<file path="src/rtl/aes_key_sched_ctrl.sv">
// AES-128 key-schedule sequencer with an 11-entry round-key buffer.
// Define AES_KEY_SCHED_ZEROIZE_EN to make the zeroize input wipe all key state.
module aes_key_sched_ctrl #(
  parameter int NUM_RND = 10,
  parameter int KEY_W   = 128
) (
  input  logic             clk,
  input  logic             nrst,
  input  logic             start,
  input  logic [KEY_W-1:0] key_i,
  input  logic             zeroize,
  output logic             busy,
  output logic             done,
  output logic             keys_valid,
  output logic             kg_en,
  output logic             kg_next_rnd,
  output logic [3:0]       kg_rnd_number,
  output logic [KEY_W-1:0] kg_key_o,
  input  logic [KEY_W-1:0] kg_key_i,
  input  logic [3:0]       rk_rd_addr,
  output logic [KEY_W-1:0] rk_rd_data
);

  localparam logic [1:0] S_IDLE  = 2'd0;
  localparam logic [1:0] S_GEN   = 2'd1;
  localparam logic [1:0] S_FLUSH = 2'd2;

  localparam logic [3:0] LAST_RND  = 4'(NUM_RND - 1);
  localparam logic [3:0] LAST_ADDR = 4'(NUM_RND);

  logic [1:0]       state_q, state_d;
  logic [3:0]       rnd_cnt_q, rnd_cnt_d;
  logic [3:0]       wr_addr_q, wr_addr_d;
  logic             wr_pend_q, wr_pend_d;
  logic             done_q, done_d;
  logic             kv_q, kv_d;
  logic             accept;
  logic [KEY_W-1:0] key_q, key_d;
  logic [KEY_W-1:0] rd_q;
  logic [KEY_W-1:0] rk_mem_q [NUM_RND+1];
  logic             zap;

`ifdef AES_KEY_SCHED_ZEROIZE_EN
  assign zap = zeroize;
`else
  logic unused_zeroize;
  assign zap            = 1'b0;
  assign unused_zeroize = zeroize;
`endif

  always_comb begin
    state_d   = state_q;
    rnd_cnt_d = rnd_cnt_q;
    wr_addr_d = wr_addr_q;
    wr_pend_d = 1'b0;
    done_d    = 1'b0;
    kv_d      = kv_q;
    key_d     = key_q;
    accept    = 1'b0;
    unique case (1'b1)
      (state_q == S_IDLE): begin
        if (start) begin
          accept    = 1'b1;
          key_d     = key_i;
          rnd_cnt_d = '0;
          kv_d      = 1'b0;
          state_d   = S_GEN;
        end
      end
      (state_q == S_GEN): begin
        // Round key k+1 lands on kg_key_i one cycle after round k issues.
        wr_pend_d = 1'b1;
        wr_addr_d = rnd_cnt_q + 4'd1;
        rnd_cnt_d = rnd_cnt_q + 4'd1;
        if (rnd_cnt_q == LAST_RND) state_d = S_FLUSH;
      end
      (state_q == S_FLUSH): begin
        done_d  = 1'b1;
        kv_d    = 1'b1;
        state_d = S_IDLE;
      end
      default: state_d = S_IDLE;
    endcase
  end

  always_ff @(posedge clk) begin
    if (nrst) begin
      state_q   <= S_IDLE;
      rnd_cnt_q <= '0;
      wr_addr_q <= '0;
      wr_pend_q <= 1'b0;
      done_q    <= 1'b0;
      kv_q      <= 1'b0;
      key_q     <= '0;
      for (int i = 0; i < NUM_RND + 1; i++) rk_mem_q[i] <= '0;
    end else if (zap) begin
      state_q   <= S_IDLE;
      rnd_cnt_q <= '0;
      wr_pend_q <= 1'b0;
      done_q    <= 1'b0;
      kv_q      <= 1'b0;
      key_q     <= '0;
      for (int i = 0; i < NUM_RND + 1; i++) rk_mem_q[i] <= '0;
    end else begin
      state_q   <= state_d;
      rnd_cnt_q <= rnd_cnt_d;
      wr_addr_q <= wr_addr_d;
      wr_pend_q <= wr_pend_d;
      done_q    <= done_d;
      kv_q      <= kv_d;
      key_q     <= key_d;
      if (wr_pend_q) rk_mem_q[wr_addr_q] <= kg_key_i;
      if (accept) rk_mem_q[0] <= key_i;
    end
  end

  always_ff @(posedge clk) begin
    if (nrst) begin
      rd_q <= '0;
    end else if (rk_rd_addr <= LAST_ADDR) begin
      rd_q <= rk_mem_q[rk_rd_addr];
    end else begin
      rd_q <= '0;
    end
  end

  assign busy          = (state_q != S_IDLE);
  assign done          = done_q;
  assign keys_valid    = kv_q;
  assign kg_en         = (state_q == S_GEN);
  assign kg_rnd_number = kg_en ? rnd_cnt_q : 4'd0;
  assign kg_next_rnd   = (kg_en && (rnd_cnt_q != 4'd0)) ||
                         (state_q == S_FLUSH);
  assign kg_key_o      = key_q;
  assign rk_rd_data    = rd_q;

endmodule

</file>
<file path="config.mk">
export PLATFORM = sky130hd
export DESIGN_NAME = aes_key_sched_ctrl
export DESIGN_NICKNAME = d
export VERILOG_FILES = /design/src/rtl/aes_key_sched_ctrl.sv
export SDC_FILE = /design/constraint.sdc
export NUM_CORES = 2
export LEC_CHECK = 0
export ABC_AREA = 1
export BUFFER_PORTS_ARGS = -buffer_cell sky130_fd_sc_hd__buf_2
export CAP_MARGIN = 20
export CORE_UTILIZATION = 40
export CTS_CLUSTER_DIAMETER = 30
export CTS_CLUSTER_SIZE = 12
export DETAILED_ROUTE_END_ITERATION = 8
export PLACE_DENSITY = 0.52
export SYNTH_ARGS = -nofsm -noshare
export SYNTH_HDL_FRONTEND = slang
export SYNTH_SLANG_ARGS = --single-unit
</file>
<file path="constraint.sdc">
create_clock -name clk -period 19.05 [get_ports clk]
set_input_delay 4.7625 -clock clk [delete_from_list [all_inputs] [get_ports clk]]
set_output_delay 4.7625 -clock clk [all_outputs]
set_load 0.05 [all_outputs]
</file>
==> out/summary.txt <==
outcome: finished clean
Setup Crit Path Kind: in2reg
Worst Path Buf+Inv: 4
crit path launch: nrst
share of layout cells above drive strength 1: 13.5%
Worst-Margin Slew: 1.33 ns
Initial DRC Count: 7416
vias in the first global route: 76700
Synth top cells by count: nand2_1, edfxtp_1, inv_1, nand3_1, nor2_1
Slew headroom: 11.2%
Detail Route met3 WL: 25600 µm
GRT overflow: 0
Worst EP required: 19.55 ns
Worst-path clk slew: 0.04 ns
IO Pins: 529
Sink Count: 2317
CTS Root Cell: clkbuf_16
distinct cell type count after synthesis: 26
hold depth: 2
Worst path depth: 9
area leader, netlist: edfxtp_1
CTS tree: yes
Initial Util: 40.3%
Port Buffers: 527
top routing layer used: met5
slowest stage delay, CP: 0.79 ns
Max Cap Viol: 0
routability cong.: 0.765
pin count of the biggest net entering global routing: 217
Clock Skew: 0.102 ns
syn nets: 11400
Max FO, Critical Path: 40
Post-CTS Setup Inserts: 0
die span in y: 509 µm
Synth Instances: 11100
Peak VDD IR: 0.0000845 V
Mapped Area: 103000 µm²
Routed Antenna Nets: 0
ys async rst share: 0%
setup TNS: 0 ns
DP Wirelength: 169000 µm
Post-synth EDFFs: 2048
Avg Synthesized Cell Area: 9.24 µm²
endpoints failing setup: 0
fill cell count: 23300
clk buf depth: 4
CTS resizes: 0
# rows: 185
first-pass GRT wire length: 497000 µm
CP endpoint kind: register
CP arrival: 9.09 ns
CTS H-tree lvls: 6
DRC errors left: 0
Top FF cell, synth: edfxtp_1
area taken by multi-input logic gates: 26500 µm²
crit path time final: 8.59 ns
P_leak: 57.4 nW
Reg-to-Reg Start: wr_pend_q$_SDFF_PP0_
DRT Pass-1 Iters: 6
vias per cell: 5.01
top-count cell post-synth: nand2_1
Via Count: 77900
RSZ-0062 raised after global routing: no
Nets: 12000
R2R setup slack: 14.10 ns
reg-to-reg endpoint: rk_mem_q[0][57]$_DFFE_PP_
Critical Path Most Common Cell: buf_4
WL met1: 148000 µm
worst skew pair latency: 0.95 ns
Pwr per Cell Area: 129 nW/µm²
crit path launch type: input port
top cells by area, synth: edfxtp_1, nand2_1, inv_1, nand3_1, dfxtp_1
die area: 259000 µm²
Reg2Reg Depth: 9
core area: 255000 µm²
HP Class: reg2reg
worst hold slack: 0.470 ns
Routed WL: 341000 µm
Tcrit/Tclk final: 45.1%
CP top delay family: buffers and inverters
worst setup path endpoint: rk_mem_q[0][57]$_DFFE_PP_
YS warnings: 0
Max Freq: 0.116 GHz
WL/cell: 21.9 µm
initial antenna violation count: 12
Inserted Clock Buffers: 570
Yosys top cell area share: 59.8%
Seq/Total Area, Yosys: 65.1%
synthesis-stage register bit count: 2317
CTS Hold Bufs: 0
Hold Vio Cnt, Final: 0
Area Overhead vs Synth: 24.1%
CP cell instances: buf_2 -> nor2_4 -> buf_4 -> nand2_1 -> nor2_1 -> nand2_4 -> nand3_4 -> buf_4 -> buf_4
Max Slew Vio Count: 0
Register Area: 66900 µm²
die width: 509 µm
WL met2: 158000 µm
gr usage total: 25.9%
Crit-path slowest cell: buf_4
placed cells by master (no fill, tap or decap), drive strengths merged, types with 133 or more instances in the layout:
cell / instances
a21oi: 137
buf: 642
clkbuf: 698
clkinv: 212
dfxtp: 269
edfxtp: 2048
inv: 1839
nand2: 3748
nand3: 1159
nor2: 1041
o21ai: 133
worst min-delay path: stages, from the launching register on:
cell     delay, ns
dfxtp_1       0.30
nand3_1       0.07
o21ai_1       0.05
sequential cells by signal (all words and copies together), names as in the netlist:
name / flops
rk_mem_q: 2048
kg_key_o: 128
rk_rd_data: 128
rnd_cnt_q: 4
wr_addr_q: 4
state_q: 2
done: 1
keys_valid: 1
wr_pend_q: 1
area by class of cell:
cell class,instances,share of cell area (%)
antenna,5,0.00981
clock buffer,698,11.9
clock inverter,344,3.31
inverter,1815,5.37
multi-input combinational,6357,20.8
sequential,2317,52.4
tap,3366,3.30
timing repair buffer,642,2.94
report_power, final:
part           internal [mW]  total [mW]  switching, mW
logic                  0.218        1.02          0.797
registers               5.72        5.78         0.0566
clock network           6.59        9.65           3.06
layer usage:
metal	GRT usage, %	up-vias
li1	-	36400
met1	35.5	37800
met2	41.9	3137
met3	4.47	578
met4	8.12	4
met5	0	-
worst min path at each step:
stage                                          from                         to  slack [ns]
final                     kg_key_o[33]$_SDFFE_PP0N_  kg_key_o[33]$_SDFFE_PP0N_        0.47
after global routing      kg_key_o[34]$_SDFFE_PP0N_  kg_key_o[34]$_SDFFE_PP0N_        0.49
after global placement    kg_key_o[45]$_SDFFE_PP0N_  kg_key_o[45]$_SDFFE_PP0N_        0.46
after floorplan           rnd_cnt_q[3]$_SDFFE_PP0P_  rnd_cnt_q[3]$_SDFFE_PP0P_        0.46
after detailed placement  kg_key_o[66]$_SDFFE_PP0N_  kg_key_o[66]$_SDFFE_PP0N_        0.47
after CTS                 kg_key_o[34]$_SDFFE_PP0N_  kg_key_o[34]$_SDFFE_PP0N_        0.47
cells by family (layout without fill, tap and decap cells):
kind of cell / count (synthesis) / in the layout / synth area share, %
fa+ha+maj: 3 / 3 / 0.0365
simple gates: 5953 / 5953 / 23.4
xor+xnor: 1 / 1 / 0.00852
compound gates: 400 / 400 / 2.11
other cells: 0 / 5 / 0
buf+inv: 2452 / 3499 / 9.37
flops: 2317 / 2317 / 65.1
through the flow:
step	instances	power, mW	util [%]	cell area, µm²	worst slack [ns]
finish	15500	16.4	50.1	128000	10.46
global route	15500	16.9	50.1	128000	10.31
CTS	15500	16.6	50.0	128000	10.42
detailed placement	14500	6.88	42.4	108000	9.47
global placement	14500	6.87	42.4	108000	9.52
floorplan	11100	6.51	-	103000	3.88
Note: power is estimated with default switching activity, not from simulation.
